### config.mk
export PLATFORM = sky130hd
export DESIGN_NAME = log_spawner
export DESIGN_NICKNAME = d
export VERILOG_FILES = /design/src/rtl/log_pkg.sv /design/src/rtl/log_slot_lifetime.sv /design/src/rtl/log_spawner.sv
export SDC_FILE = /design/constraint.sdc
export NUM_CORES = 2
export LEC_CHECK = 0
export CAP_MARGIN = 5
export CORE_AREA = 3 3 743 745
export CTS_CLUSTER_DIAMETER = 30
export CTS_CLUSTER_SIZE = 40
export DETAILED_ROUTE_END_ITERATION = 12
export DIE_AREA = 0 0 746 748
export GPL_TIMING_DRIVEN = 0
export RECOVER_POWER = 100
export SLEW_MARGIN = 25
export SYNTH_ARGS = -nofsm -noshare
export SYNTH_HDL_FRONTEND = slang
export SYNTH_SLANG_ARGS = --single-unit
### constraint.sdc
create_clock -name CLK -period 2.9 [get_ports CLK]
set_input_delay 0.58 -clock CLK [delete_from_list [all_inputs] [get_ports CLK]]
set_output_delay 0.58 -clock CLK [all_outputs]
set_load 0.03 [all_outputs]
### src/rtl/log_pkg.sv
// Shared types and lane geometry for the log spawner and its per-slot lifetime logic.
package log_pkg;
  localparam int NUM_LOGS_DEF = 100;
  localparam int LANES_DEF    = 5;
  localparam int LANE_Y0_DEF  = 64;
  localparam int LANE_H_DEF   = 32;
  localparam int X_RIGHT_DEF  = 480;
  localparam int OFS_W        = 9;

  typedef logic [3:0]       lane_t;
  typedef logic [OFS_W-1:0] ofs_t;

  typedef enum logic [1:0] {IDLE, SCAN, ALLOC, DROP} spawn_state_t;

  // Y is formed at 10 bits and truncated; parameters keep it within 9 bits.
  function automatic ofs_t lane_y(lane_t lane, int y0, int h);
    logic [9:0] y;
    y = 10'(y0) + 10'(lane) * 10'(h);
    return y[OFS_W-1:0];
  endfunction

  function automatic ofs_t lane_x(lane_t lane, int xr);
    return lane[0] ? ofs_t'(xr) : '0;
  endfunction
endpackage

### src/rtl/log_slot_lifetime.sv
// One log slot: enable flop plus an 8-bit tick down-counter that retires the slot.
module log_slot_lifetime #(
  parameter int LIFETIME = 60
) (
  input  logic CLK,
  input  logic RESETn,
  input  logic load,
  input  logic tick,
  output logic enable
);
  logic [7:0] life;

  always_ff @(posedge CLK) begin
    if (!RESETn) begin
      life   <= '0;
      enable <= 1'b0;
    end else if (load) begin
      life   <= 8'(LIFETIME);
      enable <= 1'b1;
    end else if (tick && enable) begin
      life <= life - 8'd1;
      if (life == 8'd1) enable <= 1'b0;
    end
  end
endmodule

### src/rtl/log_spawner.sv
// Log spawner: tick-driven request, linear free-slot scan, lane/offset assignment, slot retirement.
// Optional per-lane spacing is built when LOG_SPAWN_LANE_GAP_EN is defined.
module log_spawner
  import log_pkg::*;
#(
  parameter int NUM_LOGS     = NUM_LOGS_DEF,
  parameter int LANES        = LANES_DEF,
  parameter int LANE_Y0      = LANE_Y0_DEF,
  parameter int LANE_H       = LANE_H_DEF,
  parameter int X_RIGHT      = X_RIGHT_DEF,
  parameter int SPAWN_PERIOD = 4,
`ifdef LOG_SPAWN_LANE_GAP_EN
  parameter int MIN_GAP      = 3,
`endif
  parameter int LIFETIME     = 60
) (
  input  logic                         CLK,
  input  logic                         RESETn,
  input  logic                         timer_done,
  input  logic [3:0]                   random_0_15,
  output logic [NUM_LOGS-1:0]          enable,
  output logic [NUM_LOGS-1:0][OFS_W-1:0] start_offsetY,
  output logic [NUM_LOGS-1:0][OFS_W-1:0] start_offsetX,
  output logic [7:0]                   drop_count,
  output logic                         busy
);
  localparam int IDX_W = (NUM_LOGS > 1) ? $clog2(NUM_LOGS) : 1;

  spawn_state_t      state, state_n;
  logic [IDX_W-1:0]  idx, idx_n;
  lane_t             lane, lane_n, lane_rnd;
  logic [7:0]        drop_n;
  logic [15:0]       spawn_cnt;
  logic              pending, spawn_req, leave_idle, scan_en;
  logic [NUM_LOGS-1:0] load;

  function automatic lane_t next_lane(lane_t l);
    return (l == lane_t'(LANES-1)) ? '0 : l + lane_t'(1);
  endfunction

  assign lane_rnd  = lane_t'({28'd0, random_0_15} % LANES);
  assign spawn_req = timer_done && (spawn_cnt == 16'(SPAWN_PERIOD-1));

  always_ff @(posedge CLK) begin
    if (!RESETn)         spawn_cnt <= '0;
    else if (timer_done) spawn_cnt <= spawn_req ? '0 : spawn_cnt + 16'd1;
  end

  // One-deep request latch; a request arriving while one is outstanding is lost.
  always_ff @(posedge CLK) begin
    if (!RESETn) pending <= 1'b0;
    else         pending <= (pending && !leave_idle) || (spawn_req && !pending);
  end

  always_comb begin
    scan_en = 1'b0;
    load    = '0;
    for (int i = 0; i < NUM_LOGS; i++) begin
      if (idx == IDX_W'(i)) begin
        scan_en = enable[i];
        load[i] = (state == ALLOC);
      end
    end
  end

`ifdef LOG_SPAWN_LANE_GAP_EN
  logic [LANES-1:0][7:0] gap_cnt;
  logic                  picking, picking_n, free_cur, free_rnd;
  lane_t                 tries, tries_n;

  always_comb begin
    free_cur = 1'b0;
    free_rnd = 1'b0;
    for (int l = 0; l < LANES; l++) begin
      if (lane == lane_t'(l))     free_cur = (gap_cnt[l] == 8'd0);
      if (lane_rnd == lane_t'(l)) free_rnd = (gap_cnt[l] == 8'd0);
    end
  end

  // Allocation reload beats a coincident tick so the full gap is always honoured.
  always_ff @(posedge CLK) begin
    for (int l = 0; l < LANES; l++) begin
      if (!RESETn)                                   gap_cnt[l] <= '0;
      else if (state == ALLOC && lane == lane_t'(l)) gap_cnt[l] <= 8'(MIN_GAP);
      else if (timer_done && gap_cnt[l] != 8'd0)     gap_cnt[l] <= gap_cnt[l] - 8'd1;
    end
  end

  always_ff @(posedge CLK) begin
    if (!RESETn) begin
      picking <= 1'b0;
      tries   <= '0;
    end else begin
      picking <= picking_n;
      tries   <= tries_n;
    end
  end
`endif

  always_comb begin
    state_n = state;
    idx_n   = idx;
    lane_n  = lane;
    drop_n  = drop_count;
`ifdef LOG_SPAWN_LANE_GAP_EN
    picking_n = picking;
    tries_n   = tries;
`endif
    case (state)
      IDLE: begin
`ifdef LOG_SPAWN_LANE_GAP_EN
        // First candidate is checked in the request cycle; later lanes take one cycle each.
        if (picking) begin
          if (free_cur) begin
            state_n   = SCAN;
            idx_n     = '0;
            picking_n = 1'b0;
          end else if (tries == lane_t'(LANES-1)) begin
            state_n   = DROP;
            picking_n = 1'b0;
          end else begin
            lane_n  = next_lane(lane);
            tries_n = tries + lane_t'(1);
          end
        end else if (pending) begin
          if (free_rnd) begin
            lane_n  = lane_rnd;
            idx_n   = '0;
            state_n = SCAN;
          end else if (LANES == 1) begin
            state_n = DROP;
          end else begin
            lane_n    = next_lane(lane_rnd);
            tries_n   = lane_t'(1);
            picking_n = 1'b1;
          end
        end
`else
        if (pending) begin
          lane_n  = lane_rnd;
          idx_n   = '0;
          state_n = SCAN;
        end
`endif
      end
      SCAN: begin
        if (!scan_en)                          state_n = ALLOC;
        else if (idx == IDX_W'(NUM_LOGS-1))    state_n = DROP;
        else                                   idx_n   = idx + 1'b1;
      end
      ALLOC: state_n = IDLE;
      DROP: begin
        state_n = IDLE;
        if (drop_count != 8'hFF) drop_n = drop_count + 8'd1;
      end
      default: state_n = IDLE;
    endcase
  end

  assign leave_idle = (state == IDLE) && (state_n != IDLE);

  always_ff @(posedge CLK) begin
    if (!RESETn) begin
      state      <= IDLE;
      idx        <= '0;
      lane       <= '0;
      drop_count <= '0;
      busy       <= 1'b0;
    end else begin
      state      <= state_n;
      idx        <= idx_n;
      lane       <= lane_n;
      drop_count <= drop_n;
      busy       <= (state_n != IDLE);
    end
  end

  // Offsets are only written on allocation, so a retired slot keeps its last position.
  always_ff @(posedge CLK) begin
    if (!RESETn) begin
      start_offsetY <= '0;
      start_offsetX <= '0;
    end else begin
      for (int i = 0; i < NUM_LOGS; i++) begin
        if (load[i]) begin
          start_offsetY[i] <= lane_y(lane, LANE_Y0, LANE_H);
          start_offsetX[i] <= lane_x(lane, X_RIGHT);
        end
      end
    end
  end

  log_slot_lifetime #(.LIFETIME(LIFETIME)) u_slot [NUM_LOGS-1:0] (
    .CLK    (CLK),
    .RESETn (RESETn),
    .load   (load),
    .tick   ({NUM_LOGS{timer_done}}),
    .enable (enable)
  );
endmodule

# After elaboration in Yosys (flattened, before gate mapping)
# Cells that the tools add are included.
# totals
mem_bits_ro	0
register_bits	2739
in_bits	7
mem_bits_rw	0
memories	0
latchBits	0
elab_cells	2045
# classes
n_div	1
n_eq_ne	207
add_sub_neg	104
mux	710
multipliers	0
n_bitwise	1
n_reduce_logical	515
n_shift	0
magnitude_cmp	0
# op_table
op	n
$mux W6	200
$eq A8 B1 Y1 const B	100
$sub A8 B1 Y8 const B	100
$mux W1	500
$reduce_bool A2 Y1	202
$eq A7 B7 Y1 const B	36
$eq A7 B6 Y1 const B	32
$reduce_and A2 Y1	102
$reduce_or A2 Y1	101
$eq A7 B5 Y1 const B	16
$logic_and A1 B1 Y1	104
$eq A7 B4 Y1 const B	8
$mod A4 B3 Y32 const B	1
$eq A7 B3 Y1 const B	4
$mux W7	3
$add A16 B1 Y16 const B	1
$eq A16 B2 Y1 const B	1
$mux W16	1
$eq A7 B2 Y1 const B	2
$pmux W7 S2	1
$add A7 B9 Y9 const A	1
$mux W9	1
$add A8 B1 Y8 const B	1
$ne A8 B8 Y1 const B	1
13 further kinds	19

# Logic depth before layout (Yosys ltp)
# logic_depth
ltp_word	108
ltp_mapped	17

# Cells and area by module
# From an unflattened synthesis, not the netlist that was laid out.
# hier_totals
cells_unflattened	8474
hier_area_um2	75457.4
# modules_own_cells
module	area_per_inst_um2	n_inst	cells_per_inst
log_slot_lifetime	459.2	100	48
log_spawner	29538.3	1	3674

# Worst setup path after synthesis
# Ideal clock, no wire load.
# synth_timing
path_kind	register to register
from	reg idx[0]
to	reg idx[0]
t_arrival_ps	2945
setup_ps	115
synth_period_minus_slack_ps	3060
path_buffers	1
path_stages_with_launch	16
setup_slack_ps	-160
path_cell_list	dfxtp_1 > inv_1 > ha_1 > buf_4 > or3b_1 > a211oi_2 > nor2_1 > o2111a_1 > o21ba_1 > a211o_1 > o221a_2 > o31ai_4 > a211o_4 > nand2_4 > and3_1 > o21a_1
# synth_between
elab_chain_cells	103
# synth_lines
item	line_no	text
start, declared	log_spawner.sv:30	logic [IDX_W-1:0] idx, idx_n;
start signal, assigned	log_spawner.sv:171	idx <= idx_n;
$logic_not A7 Y1	log_spawner.sv:59	if (idx == IDX_W'(i)) begin
$mux W1 (100 in a row)	log_spawner.sv:59	
$ne A2 B2 Y1 (no source line)	--	
$reduce_and A4 Y1 (no source line)	--	
# Parallel ways exist; a longest one is shown, timed or not. The select of a mux whose other input is x is not followed.
# A chain may end at the register's enable or synchronous reset.

# Worst setup path after layout
# layout_timing
from	reg idx[2]
to	reg idx[2]
# Same word-level chain as after synthesis.

==> qor.yml <==
outcome:
  status: "complete, but fails checks"
  violations: "negative setup slack"
setup_path:
  slowest_delay_ns: 0.41
  path_class: "reg2reg"
  reg2reg_from: "idx[2]$_SDFFE_PN0P_"
  crit_path_cell_trace: "buf_4 > buf_6 > buf_2 > a21oi_1 > a211oi_1 > o21ai_1 > a31oi_1 > o221a_4 > o2111ai_2 > a211o_4 > a21oi_2 > xnor2_1 > nor2_1"
  setup.worst_path.end_class: "register"
  cp-start-kind: "register"
  r2r-end: "idx[2]$_SDFFE_PN0P_"
  slowest_stage: "a211oi_1"
  r2r_cells: 13
  cp-startpoint: "idx[2]$_SDFFE_PN0P_"
  rrSetupSlack_ns: -0.48
  cp_max_fo: 10
  cp.arrival_ns: 4.19
  crit_required_ns: 3.71
cells_and_area:
  synthToLayoutAreaGrowth_pct: 50.4
  layout-drive-gt1-share_pct: 23.5
  stdcell_area_um2: 107000
  finalNonFillerCells: 18220
  final_net_count: 10901
clock_network:
  clk_latency_ns: 0.96
  cts_hold_buf: 0
  cts_root_buffer: "clkbuf_16"
  numCtsBuffers: 312
  clk_pin_slew_ns: 0.05
  clockBufferDepth: 4
  tritoncts: "yes"
  numClockSinks: 1339
  htreeDepth: 5
hold_path:
  hp-start: "timer_done"
  min_to: "u_slot[96].enable$_SDFFE_PN0P_"
  hold_path_class: "in2reg"
  hold-path-cell-count: 4
drt:
  vias: 63602
  first_iter_violations: 4739
  wire_per_inst_um: 21.6
  drt_pass1_iterations: 6
  vias_per_cell: 3.49
  totalWireLength_mm: 393
  drc: 0
  ant_nets: 0
global_routing:
  grt.total_usage_pct: 13.3
  grt_max_degree: 20
  grt_pass1_wl_mm: 511
  grt.overflow.total: 0
  grt_pass1_vias: 59287
  antenna_found_initial: 55
synth:
  syn_inst: 8351
  synth-seq-area-share_pct: 37.8
  synth-edff-count: 0
  synth_seq_cells: 1339
  synth-async-reset-ratio_pct: 0
  syn_area_per_cell_um2: 8.48
  netlist_area_um2: 70800
  yosysWarnings: 0
  synth_ff_type: "dfxtp_1"
  synth.distinct_cells: 86
floorplanning:
  die_width_um: 746
  initial_core_util_pct: 13.0
  die_area_um2: 558000
  die_h_um: 748
  coreArea_um2: 545000
  row_count: 271
  ioPinCount: 1916
pwr:
  p_leak_nw: 44.8
  irDropWorstVdd_mv: 0.451
  powerDensity_nw_per_um2: 559
job:
  max_cap_violations: 0
placed_design:
  portBuffers: 913
  dpl_cell_area_um2: 93500
  hpwl_mm: 322
  gp_congestion: 0.892
  dp.cells: 17523
sta:
  worst_slew_pin_slew_ns: 1.10
  slew_headroom_pct: 26.4
  report.final.slew_viol_count: 0
  fin_crit_sh_pct: 117
  fin_worst_skew_ns: 0.0935
  fmax_mhz: 296
  fin_crit_ns: 3.38
  setup_ws_ns: -0.479
  rsz0062_at_grt: "true"
  finalHoldViolCount: 0
  setup_violations: 9
==> through the flow <==
| step | util, % | setup TNS (ns) | setup slack [ns] | hold WS, ns | total power, W |
|---|---|---|---|---|---|
| final | 19.5 | -4.01 | -0.479 | 0.376 | 0.0595 |
| after global routing | 19.5 | -4.56 | -0.525 | 0.383 | 0.0611 |
| after CTS | 19.4 | -2.23 | -0.338 | 0.290 | 0.0599 |
| after detailed placement | 17.1 | -990.65 | -2.09 | 0.457 | 0.0226 |
| after global placement | 17.0 | -1867.31 | -2.83 | 0.452 | 0.0225 |
| after floorplan | - | -0.192 | -0.0543 | 0.438 | 0.0220 |
==> flip-flops by register name (all words and copies together), names as in the netlist <==
register / cells
u_slot.enable: 100
idx: 7
busy: 1
lane: 4
start_offsetY: 400
spawn_cnt: 16
u_slot.life: 800
pending: 1
state: 2
drop_count: 8
==> worst max-delay path by stage <==
stage                                endpoint  cells past startpoint
2_1_floorplan             idx[4]$_SDFFE_PN0P_                     16
3_3_place_gp   u_slot[78].enable$_SDFFE_PN0P_                      8
3_5_place_dp   u_slot[46].enable$_SDFFE_PN0P_                      9
4_1_cts                   idx[0]$_SDFFE_PN0P_                     15
5_1_grt                   idx[4]$_SDFFE_PN0P_                     13
6_report                  idx[2]$_SDFFE_PN0P_                     13
==> logic make-up after synthesis <==
logic type      share of synthesized area, %
compound gates                          12.5
xor+xnor                                8.95
fa+ha+maj                               3.74
buf+inv                                 18.6
flops                                   37.8
mux                                    0.143
other cells                          0.00529
simple gates                            18.2
==> placed cells by master (no fill, tap or decap), types with 69 or more instances in the layout <==
cell	n
buf_4	1575
conb_1	1000
nand4_1	84
ha_1	208
inv_1	212
a21oi_1	119
clkbuf_16	318
nand3_1	118
nor3_1	220
nand2_1	1002
or3_1	109
nor4_1	97
and2_1	115
o21ai_0	131
dfxtp_1	1251
xnor2_1	482
a21boi_0	694
nor2_1	835
dlygate4sd2_1	161
clkbuf_1	200
clkdlybuf4s50_1	641
clkdlybuf4s15_2	69
o211a_1	98
xor2_1	241
==> what timing repair did <==
item                                   4_1_cts  5_1_grt
pin swaps                                   28       24
resized for setup                          746       89
buffers inserted                            68       20
gates cloned                                 0        1
setup endpoints to repair                 1777      142
endpoints found under the hold margin        0        0
==> synth_stat cells (all sizes together), types with 48 or more instances <==
cell type | n | area share [%]
dfxtp | 1339 | 38
nand4 | 84 | 0.74
buf | 1547 | 16
or3 | 110 | 0.97
xnor2 | 483 | 6.0
inv | 216 | 1.1
nor2 | 858 | 4.6
ha | 212 | 3.7
and2 | 116 | 1.0
or4 | 67 | 0.71
nand2 | 1068 | 5.7
nor3 | 225 | 1.6
a21oi | 125 | 0.90
nor4 | 98 | 0.87
a21boi | 697 | 7.4
o21ai | 149 | 1.1
nand3 | 121 | 0.85
and3 | 48 | 0.42
clkbuf | 223 | 1.2
xor2 | 241 | 3.0
o211a | 98 | 1.4
o41ai | 55 | 0.68
==> worst max-delay path, delay by kind of cell (launching register included) <==
kind                   cells  cell delay [ns]
AO/OA/AOI/OAI              8             2.03
AND/OR/NAND/NOR            1             0.06
flip-flops                 1             0.34
buffers and inverters      3             0.69
XOR/XNOR                   1             0.12
==> layer usage <==
| layer | global-route usage (%) | share of wire (%) | routed length (µm) | up-vias |
|---|---|---|---|---|
| met5 | 0.0343 | 0.029 | 114 | - |
| met4 | 6.27 | 5.1 | 20000 | 14 |
| met3 | 4.86 | 10 | 39100 | 630 |
| met2 | 22.3 | 47 | 183000 | 3073 |
| met1 | 15.0 | 38 | 151000 | 29795 |
| li1 | - | - | - | 30090 |
==> final cells by class <==
cell class | count | area [µm²]
Multi-Input combinational cell | 6025 | 35300
Sequential cell | 1339 | 27100
Clock buffer | 394 | 8540
Clock inverter | 177 | 2590
Inverter | 216 | 821
Buffer | 1760 | 12600
Antenna cell | 47 | 118
Tap cell | 7234 | 9050
Fill cell | 60120 | 439000
Timing Repair Buffer | 1028 | 10400
==> where the power goes <==
part	switching [W]	total (W)	internal, W
registers	0.00000245	0.0184	0.0184
logic	0.00269	0.00385	0.00116
clock network	0.0124	0.0372	0.0249
No activity file was read; power rests on OpenSTA's default activity.
